$ cat src/rtl/fp_pack_pkg.sv
// Shared widths, rounding-mode encodings and special-value bit patterns
// for the FP result packer. Each pattern excludes the sign bit; callers
// prepend the sign and keep the low EXP_W+MANT_W bits.
package fp_pack_pkg;

    localparam int DEF_EXP_W  = 8;
    localparam int DEF_MANT_W = 23;
    localparam int DEF_LANES  = 4;

    // Widest magnitude the pattern helpers can describe.
    localparam int PAT_W = 64;

    localparam logic RND_RNE = 1'b0;
    localparam logic RND_RTZ = 1'b1;

    // All-ones exponent, zero fraction: infinity magnitude.
    function automatic logic [PAT_W-1:0] inf_pattern(input int exp_w, input int mant_w);
        return ((64'd1 << exp_w) - 64'd1) << mant_w;
    endfunction

    // Canonical quiet NaN: all-ones exponent, fraction MSB set.
    function automatic logic [PAT_W-1:0] qnan_pattern(input int exp_w, input int mant_w);
        return inf_pattern(exp_w, mant_w) | (64'd1 << (mant_w - 1));
    endfunction

    // Largest finite magnitude: exponent all-ones minus one, fraction all ones.
    function automatic logic [PAT_W-1:0] max_finite_pattern(input int exp_w, input int mant_w);
        return (((64'd1 << exp_w) - 64'd2) << mant_w) | ((64'd1 << mant_w) - 64'd1);
    endfunction

endpackage

$ cat src/rtl/fp_round_lane.sv
// Combinational per-lane rounding, range handling and IEEE-754 packing.
// Sits between the S1 and S2 registers of fp_pack_round_pipe.
module fp_round_lane
    import fp_pack_pkg::*;
#(
    parameter int EXP_W  = DEF_EXP_W,
    parameter int MANT_W = DEF_MANT_W
) (
    input  logic                     rnd_mode,
    input  logic                     sign,
    input  logic [EXP_W+1:0]         exp,
    input  logic [MANT_W+2:0]        mant,
    input  logic                     zero,
    input  logic                     inf,
    input  logic                     nan,
    output logic [EXP_W+MANT_W:0]    word,
    output logic                     set_ovf,
    output logic                     set_unf,
    output logic                     set_inx,
    output logic                     set_nan
);

    localparam int W  = 1 + EXP_W + MANT_W;
    localparam int XW = EXP_W + 2;
    localparam int MW = MANT_W + 3;

    localparam logic [PAT_W-1:0] INF_FULL  = inf_pattern(EXP_W, MANT_W);
    localparam logic [PAT_W-1:0] QNAN_FULL = qnan_pattern(EXP_W, MANT_W);
    localparam logic [PAT_W-1:0] MAXF_FULL = max_finite_pattern(EXP_W, MANT_W);
    localparam logic [W-2:0]     INF_MAG   = INF_FULL[W-2:0];
    localparam logic [W-2:0]     QNAN_MAG  = QNAN_FULL[W-2:0];
    localparam logic [W-2:0]     MAXF_MAG  = MAXF_FULL[W-2:0];

    // Smallest post-round exponent that no longer fits a finite encoding.
    localparam logic [XW-1:0]    EXP_TOP   = {2'b00, {EXP_W{1'b1}}};

    logic                lsb;
    logic                guard;
    logic                sticky;
    logic                inc;
    logic                frac_carry;
    logic [MANT_W-1:0]   frac_r;
    logic                carry;
    logic [XW:0]         exp_r;
    logic                ovf_c;
    logic                unf_c;

    assign lsb    = mant[2];
    assign guard  = mant[1];
    assign sticky = mant[0];
    assign inc    = (rnd_mode == RND_RNE) & guard & (sticky | lsb);

    // Rounding the fraction alone: a carry out of the fraction propagates
    // through the hidden bit, so the significand overflows only when the
    // hidden bit is set. The wrapped fraction is then zero as required.
    assign {frac_carry, frac_r} = {1'b0, mant[MW-2:2]} + {{MANT_W{1'b0}}, inc};
    assign carry = frac_carry & mant[MW-1];

    // One extra sign-extended bit so exp+1 can never wrap.
    assign exp_r = {exp[XW-1], exp} + {{XW{1'b0}}, carry};
    assign ovf_c = ~exp_r[XW] & (exp_r[XW-1:0] >= EXP_TOP);
    assign unf_c = exp_r[XW] | (exp_r == '0);

    // Special-case priority, range clamping and per-lane exception flags.
    always_comb begin
        // NOTE: every output gets a default before the if-chain; a path that
        // leaves one unassigned would infer a latch.
        word    = {sign, exp_r[EXP_W-1:0], frac_r};
        set_ovf = 1'b0;
        set_unf = 1'b0;
        set_inx = 1'b0;
        set_nan = 1'b0;
        if (nan) begin
            word    = {1'b0, QNAN_MAG};
            set_nan = 1'b1;
        end else if (inf) begin
            word = {sign, INF_MAG};
        end else if (zero) begin
            word = {sign, {(W-1){1'b0}}};
        end else if (ovf_c) begin
            word    = (rnd_mode == RND_RNE) ? {sign, INF_MAG} : {sign, MAXF_MAG};
            set_ovf = 1'b1;
            set_inx = 1'b1;
        end else if (unf_c) begin
            word    = {sign, {(W-1){1'b0}}};
            set_unf = 1'b1;
            set_inx = 1'b1;
        end else begin
            set_inx = guard | sticky;
        end
    end

endmodule

$ cat src/rtl/fp_pack_round_pipe.sv
// Multi-lane FP result packer: S1 captures the normalised inputs, the
// per-lane rounders feed S2 which holds the packed words. A single global
// stall freezes both stages; exception flags are sticky and accumulate
// only on output handshakes.
module fp_pack_round_pipe
    import fp_pack_pkg::*;
#(
    parameter int EXP_W  = DEF_EXP_W,
    parameter int MANT_W = DEF_MANT_W,
    parameter int LANES  = DEF_LANES
) (
    input  logic                                clk,
    input  logic                                rst,
    input  logic                                in_valid,
    output logic                                in_ready,
    input  logic                                rnd_mode,
    input  logic [LANES-1:0]                    in_sign,
    input  logic [LANES*(EXP_W+2)-1:0]          in_exp,
    input  logic [LANES*(MANT_W+3)-1:0]         in_mant,
    input  logic [LANES-1:0]                    in_zero,
    input  logic [LANES-1:0]                    in_inf,
    input  logic [LANES-1:0]                    in_nan,
    output logic                                out_valid,
    input  logic                                out_ready,
    output logic [LANES*(1+EXP_W+MANT_W)-1:0]   out_data,
    input  logic                                flags_clr,
    output logic                                flag_ovf,
    output logic                                flag_unf,
    output logic                                flag_inx,
    output logic                                flag_nan
);

    localparam int W  = 1 + EXP_W + MANT_W;
    localparam int XW = EXP_W + 2;
    localparam int MW = MANT_W + 3;

    logic                   stall;
    logic                   out_fire;

    logic                   s1_valid;
    logic                   s1_rnd;
    logic [LANES-1:0]       s1_sign;
    logic [LANES*XW-1:0]    s1_exp;
    logic [LANES*MW-1:0]    s1_mant;
    logic [LANES-1:0]       s1_zero;
    logic [LANES-1:0]       s1_inf;
    logic [LANES-1:0]       s1_nan;

    logic [LANES*W-1:0]     lane_word;
    logic [LANES-1:0]       lane_ovf;
    logic [LANES-1:0]       lane_unf;
    logic [LANES-1:0]       lane_inx;
    logic [LANES-1:0]       lane_nan;

    logic                   s2_ovf;
    logic                   s2_unf;
    logic                   s2_inx;
    logic                   s2_nan;

    // Whole pipeline moves in lockstep, so bubbles stay where they are.
    assign stall    = out_valid & ~out_ready;
    assign in_ready = ~stall;
    assign out_fire = out_valid & out_ready;

    // Stage valid bits: cleared by reset, advance together when not stalled.
    always_ff @(posedge clk or posedge rst) begin
        // NOTE: state registers use non-blocking assignments so every stage
        // samples the pre-edge value of the stage before it.
        if (rst) begin
            s1_valid  <= 1'b0;
            out_valid <= 1'b0;
        end else if (!stall) begin
            s1_valid  <= in_valid;
            out_valid <= s1_valid;
        end
    end

    // S1 payload capture on an accepted input beat.
    always_ff @(posedge clk) begin
        // NOTE: the S1 payload carries no reset; s1_valid qualifies it, so
        // stale contents never reach the output.
        if (in_valid && in_ready) begin
            s1_rnd  <= rnd_mode;
            s1_sign <= in_sign;
            s1_exp  <= in_exp;
            s1_mant <= in_mant;
            s1_zero <= in_zero;
            s1_inf  <= in_inf;
            s1_nan  <= in_nan;
        end
    end

    for (genvar i = 0; i < LANES; i++) begin : g_lane
        fp_round_lane #(
            .EXP_W  (EXP_W),
            .MANT_W (MANT_W)
        ) u_lane (
            .rnd_mode (s1_rnd),
            .sign     (s1_sign[i]),
            .exp      (s1_exp[i*XW +: XW]),
            .mant     (s1_mant[i*MW +: MW]),
            .zero     (s1_zero[i]),
            .inf      (s1_inf[i]),
            .nan      (s1_nan[i]),
            .word     (lane_word[i*W +: W]),
            .set_ovf  (lane_ovf[i]),
            .set_unf  (lane_unf[i]),
            .set_inx  (lane_inx[i]),
            .set_nan  (lane_nan[i])
        );
    end

    // S2: packed words plus the lane-ORed exceptions of the same beat.
    always_ff @(posedge clk or posedge rst) begin
        if (rst) begin
            out_data <= '0;
            s2_ovf   <= 1'b0;
            s2_unf   <= 1'b0;
            s2_inx   <= 1'b0;
            s2_nan   <= 1'b0;
        end else if (!stall && s1_valid) begin
            out_data <= lane_word;
            s2_ovf   <= |lane_ovf;
            s2_unf   <= |lane_unf;
            s2_inx   <= |lane_inx;
            s2_nan   <= |lane_nan;
        end
    end

    // Sticky flags: clear first, then OR in the handshaking beat so a set
    // in the same cycle as a clear survives.
    always_ff @(posedge clk or posedge rst) begin
        if (rst) begin
            flag_ovf <= 1'b0;
            flag_unf <= 1'b0;
            flag_inx <= 1'b0;
            flag_nan <= 1'b0;
        end else begin
            flag_ovf <= (flag_ovf & ~flags_clr) | (out_fire & s2_ovf);
            flag_unf <= (flag_unf & ~flags_clr) | (out_fire & s2_unf);
            flag_inx <= (flag_inx & ~flags_clr) | (out_fire & s2_inx);
            flag_nan <= (flag_nan & ~flags_clr) | (out_fire & s2_nan);
        end
    end

endmodule

$ cat config.mk
export PLATFORM = sky130hd
export DESIGN_NAME = fp_pack_round_pipe
export DESIGN_NICKNAME = d
export VERILOG_FILES = /design/src/rtl/fp_pack_pkg.sv /design/src/rtl/fp_round_lane.sv /design/src/rtl/fp_pack_round_pipe.sv
export SDC_FILE = /design/constraint.sdc
export NUM_CORES = 1
export LEC_CHECK = 0
export CAP_MARGIN = 30
export CORE_AREA = 5 5 170 172
export DETAILED_ROUTE_END_ITERATION = 6
export DIE_AREA = 0 0 175 177
export PLACE_DENSITY = 0.81
export SYNTH_ARGS = -nofsm -noshare
export SYNTH_HDL_FRONTEND = slang
export SYNTH_SLANG_ARGS = --single-unit
$ cat constraint.sdc
create_clock -name clk -period 10.5 [get_ports clk]
set_input_delay 2.1 -clock clk [delete_from_list [all_inputs] [get_ports clk]]
set_output_delay 2.1 -clock clk [all_outputs]
set_load 0.01 [all_outputs]
# Yosys cells after proc, flatten, opt, wreduce, memory -nomap -nowiden
# Index checks and enable logic that the tools add are counted.
[word_totals] out_inout_bits=134 in_bits=166 reg_bits=299 elab_cells=175
[op_classes] add_sub_neg=8 mux=84 reduce_logical=11 bitwise_logic=50 n_lt_le_gt_ge=4
[op_table] cell="31-bit 2-to-1 mux" count=16
[op_table] cell="32-bit 2-to-1 mux" count=4
[op_table] cell="23-bit by 1-bit adder with 24-bit output" count=4
[op_table] cell="24-bit 2-to-1 mux" count=4
[op_table] cell="1-bit 2-to-1 mux" count=60
[op_table] cell="10-bit by 2-bit adder with 11-bit output" count=4
[op_table] cell="11-bit logical NOT" count=4
[op_table] cell="10-bit by 8-bit >= comparator with 1-bit output (second input constant)" count=4
[op_table] cell="1-bit AND" count=26
[op_table] cell="1-bit OR" count=16
[op_table] cell="4-bit OR reduction" count=4
[op_table] cell="1-bit NOT" count=8
[op_table] cell="1-bit logical AND" count=2
[op_table] cell="1-bit logical NOT" count=1

# Depth between registers and ports, before layout
[depth] depth_word=14 mapped_depth=19 mapped_depth_nobuf=17

# Cells and area by module
# A second synthesis with hierarchy kept.
[unflattened] hier_cells=1278 area_unflattened_um2=15237.1
[modules_own_cells] mod="fp_pack_round_pipe" cells_per_inst=473 area_per_inst_um2=10326.2 seq_area_each_um2=8287.9 n_inst=1
[modules_own_cells] mod="fp_round_lane at g_lane[0].u_lane ..." cells_per_inst=202 area_per_inst_um2=1211.2 seq_area_each_um2=0.0 n_inst=3
[modules_own_cells] mod="fp_round_lane at g_lane[3].u_lane" cells_per_inst=199 area_per_inst_um2=1277.5 seq_area_each_um2=0.0 n_inst=1

# Worst setup path before layout
# Ideal clock, no wire load.
[synth_timing] kind="in2reg" startpoint="input out_ready" endpoint="register s1_exp[0] (enable)" t_required_ps=9960 path_stages=2 n_path_buf=0 setup_ps=540 arrival_time_ps=6062 path_slack_ps=3898 path_cell_list="nand2b_1 and2_1"
[synth_between] elab_chain_cells=4
[synth_lines] item="from (decl)" line_no="fp_pack_round_pipe.sv:24" source="input logic out_ready,"
[synth_lines] item="1-bit NOT" line_no="fp_pack_round_pipe.sv:61" source="assign stall = out_valid & ~out_ready;"
[synth_lines] item="1-bit AND" line_no="fp_pack_round_pipe.sv:61"
[synth_lines] item="1-bit NOT" line_no="fp_pack_round_pipe.sv:62" source="assign in_ready = ~stall;"
[synth_lines] item="1-bit logical AND" line_no="fp_pack_round_pipe.sv:82" source="if (in_valid && in_ready) begin"
[synth_lines] item="to (signal assigned)" line_no="fp_pack_round_pipe.sv:85" source="s1_exp <= in_exp;"
[synth_lines] item="to (decl)" line_no="fp_pack_round_pipe.sv:43" source="logic [LANES*XW-1:0] s1_exp;"
# No other way between the ends.
# A chain may end at the register's enable or synchronous reset.

# Final worst setup path
[layout_timing] startpoint="register s1_rnd" endpoint="register out_data[117]"
[layout_between] elab_chain_cells=13 elab_cells_between_ends=17 cone_classes="2 x add/sub; 1 x order compare; 6 x mux; 7 x bitwise; 1 x reduce/logical"
[layout_lines] item="from (decl)" line_no="fp_pack_round_pipe.sv:41" source="logic s1_rnd;"
[layout_lines] item="from (signal assigned)" line_no="fp_pack_round_pipe.sv:83" source="s1_rnd <= rnd_mode;"
[layout_lines] item="parallel branches: the longest is 9 deep, another holds 23-bit by 1-bit adder with 24-bit output"
[layout_lines] item="31-bit 2-to-1 mux *" line_no="fp_round_lane.sv:80" source="end else if (ovf_c) begin"
[layout_lines] item="31-bit 2-to-1 mux *" line_no="fp_round_lane.sv:78" source="end else if (zero) begin"
[layout_lines] item="31-bit 2-to-1 mux *" line_no="fp_round_lane.sv:76" source="end else if (inf) begin"
[layout_lines] item="32-bit 2-to-1 mux *" line_no="fp_round_lane.sv:73" source="if (nan) begin"
[layout_lines] item="to (signal assigned)" line_no="fp_pack_round_pipe.sv:122" source="out_data <= lane_word;"
[layout_lines] item="to (decl)" line_no="fp_pack_round_pipe.sv:25" source="output logic [LANES*(1+EXP_W+MANT_W)-1:0] out_data,"
# Every way passes the cells marked *.

==> metrics.md <==
| Metric | Value |
|---|---|
| Met3 wire length | 2870 um |
| GRT Total Usage | 23.8% |
| Total Routed Length | 37600 um |
| Total die area | 31000 um2 |
| Vias in the first global route | 10809 |
| CTS H-Tree Depth | 2 |
| CTS tree | yes |
| WL/cell | 19.9 um |
| Max-Cap Viols | 0 |
| Chip Width | 175 um |
| Status | finished, final reports clean |
| Required @ worst endpoint | 10840 ps |
| DRT iter0 DRCs | 831 |
| Simple-Gate Fraction of Synth Area | 13.8% |
| Max Clock Skew | 25.4 ps |
| Number of synthesized flops with an enable pin | 161 |
| Post-route minimum period | 6030 ps |
| Final GP Congestion | 0.887 |
| Share of total power in combinational logic | 15.1% |
| First-pass GRT wire length | 58900 um |
| I/O pin total | 300 |
| Hold Path Depth | 2 |
| Fill count | 2018 |
| Seq pwr share | 47.2% |
| Final setup viols | 0 |
| Adder-Cell Fraction of Synth Area | 1.44% |
| Layout Cells excl Fill | 1888 |
| Worst-Skew Late Latency | 510 ps |
| XOR/XNOR Fraction of Synth Area | 7.10% |
| Clk sink count | 299 |
| Peak supply drop | 0.144 mV |
| Slew Viols, Final | 0 |
| Syn avg cell area | 11.4 um2 |
| Crit share post-route | 57.4% |
| Sw frac | 25.2% |
| Synthesis-to-finish area growth | 32.0% |
| TNS Setup | 0 ps |
| Hold buffers post-CTS | 0 |
| Worst Hold Class | reg2reg |
| Worst Path Max Fanout | 24 |
| RSZ-0062 raised after global routing | no |
| Register area share after synthesis | 59.5% |
| Clk root buf | clkbuf_16 |
| Final HPWL DP | 26600 um |
| Worst Tran Pin Value | 978 ps |
| Cts bufs inserted | 34 |
| Nets@finish | 1695 |
| Yosys cell types | 71 |
| Worst slew margin | 34.8% |
| P_sw | 768 uW |
| Metal-1 WL | 14900 um |
| Complex-gate fraction of the synthesized area | 15.1% |
| Most frequent cells in the layout | clkdlybuf4s50_1 (299), edfxtp_1 (161), dfrtp_1 (138), nand2_1 (125), o21ai_0 (100) |
| Leakage | 6.88 nW |
| Placement Setup Slack | 4560 ps |
| Top Metal Used | met5 |
| CP Data Arrival Time | 6370 ps |
| Remaining antenna violation count | 0 |
| Cell count after synthesis | 1224 |
| Async set or reset register ratio after synthesis | 46.2% |
| Post-Syn Area | 13900 um2 |
| Fraction of layout cells with a size suffix above 1 | 5.79% |
| Mux cell area share after synthesis | 0.530% |
| Synthesized flop and latch total | 299 |
| Crit Path Class | reg2reg |
| Pwr/cell area | 166 nW/um2 |
| CP Capture Type | flip-flop |
| Met2 wire len | 18300 um |
| Max Clock Freq | 0.166 GHz |
| Cell row count | 61 |
| CP Launch Type | flip-flop |
| Synth warn | 0 |
| Clock Tree Buf Depth | 3 |
| Final Core Density | 67.3% |
| Internal cell power | 2.28 mW |
| Die Y | 177 um |
| Largest net degree at the start of global routing | 75 |
| CTS clk-pin slew, worst paths | 60 ps |
| Clock share of power | 37.7% |
| Syn Nets | 1406 |
| Initial DRT Pass Iterations | 5 |
| Drc violations | 0 |
| Predominant post-synthesis flop cell | edfxtp_1 |
| Worst r2r path cells | 15 |
| Vias per inst | 5.81 |
| Placed Cells | 1820 |
| CTS resizes | 0 |
| Initial antenna violation count | 6 |
| Setup Buffers After CTS | 0 |
| Endpoints failing hold | 0 |
| Remaining global-route overflow | 0 |
| Worst setup margin | 4470 ps |
| Most common cell after layout, fill and taps aside | clkdlybuf4s50_1 |
| Main combinational cell family by area after synthesis | compound AO/OA/AOI/OAI gates |
| PortBufs | 299 |
| DR vias | 10965 |
| Floorplan core area | 27300 um2 |
| Starting Density | 51.0% |
-- kinds of logic after synthesis --
family	Yosys count
AO/OA/AOI/OAI	322
XOR/XNOR	113
adder cells (fa/ha/maj)	16
buffers and inverters	79
flip-flops	299
multiplexers	7
AND/OR/NAND/NOR	388
-- stage by stage --
step / power (mW) / cell area [um2] / hold WS [ps]
2_1_floorplan: 1.66 / 13900 / 449
3_3_place_gp: 1.90 / 17200 / 451
3_5_place_dp: 1.91 / 17200 / 466
4_1_cts: 3.07 / 18300 / 478
5_1_grt: 3.17 / 18400 / 514
6_report: 3.04 / 18400 / 473
-- final timing paths --
check	end	slack (ps)	from
setup / recovery	out_data[117]	4470	s1_rnd
min in group asynchronous	out_data[7]	2070	rst
setup reg to reg	out_data[117]	4470	s1_rnd
max in group asynchronous	out_data[95]	7390	rst
hold / removal	out_data[63]	470	out_data[63]
hold reg to reg	out_data[63]	470	out_data[63]
-- layer usage --
layer | GRT usage, % | up-vias
met3 | 5.06 | 112
met1 | 30.8 | 5282
met2 | 39.1 | 482
li1 | - | 5085
met5 | 0 | -
met4 | 10.5 | 4
-- synthesized netlist by cell type (4+ instances only) --
cell      number  area (um2)
nor4_1         5        31.3
and2_1        14        87.6
o21ai_1       23         115
o21a_1         6        45.0
clkbuf_1      35         131
buf_6          4        45.0
a31oi_1       10        62.6
dfrtp_1      138        3450
a21oi_1       77         385
nand3_1       55         275
a22o_1        46         403
and4_1         7        61.3
buf_1          4        15.0
or3_1         10        62.6
inv_1         20        75.1
xor2_1        51         447
nand4_1       18         113
nand3b_1       6        45.0
o211ai_1       6        45.0
nand2_1      126         473
nor2_1        58         218
o211a_1        7        70.1
nor2b_1        4        25.0
buf_2         14        70.1
o31ai_1        5        37.5
and3_1        23         144
o22a_1         8        70.1
o21ai_0      100         500
xnor2_1       62         543
ha_1          16         200
mux2i_1        4        40.0
edfxtp_1     161        4830
nor3_1        32         160
nand2b_1      13        81.3
-- cell type report --
class	count	area, um2	area share, %
inverters	20	80.1	0.436
clock buffers	43	905	4.92
clock inverters	17	171	0.932
well taps	346	433	2.35
repair buffers	312	3180	17.3
diodes	5	12.5	0.0681
flip-flops and latches	299	8290	45.1
multi-input cells	846	5310	28.9
-- flip-flops by register name, indices dropped and copies added (netlist names), 4 cells and up --
| signal | flops |
|---|---|
| out_data | 128 |
| s1_inf | 4 |
| s1_exp | 40 |
| s1_nan | 4 |
| s1_sign | 4 |
| s1_mant | 104 |
| s1_zero | 4 |
-- critical path, cell delays in order, from the launching register on --
cell      delay, ps
edfxtp_1        470
inv_1           360
o211a_1         230
ha_1            180
nand3_1         120
or4_1           590
nor3_1          400
and4_1          270
ha_1            240
nand4_4         150
or2_0           360
a311oi_1        520
o22ai_1         230
nor2_2          780
a211o_1         740
o21ai_0         210
-- power by group through the flow --
stage	Combinational, mW	Clock, mW	Sequential, mW
floorplan	0.190	0	1.47
global placement	0.444	0	1.45
detailed placement	0.457	0	1.46
CTS	0.460	1.17	1.43
global route	0.499	1.22	1.45
finish	0.460	1.15	1.44
No activity file was read; power rests on OpenSTA's default activity.
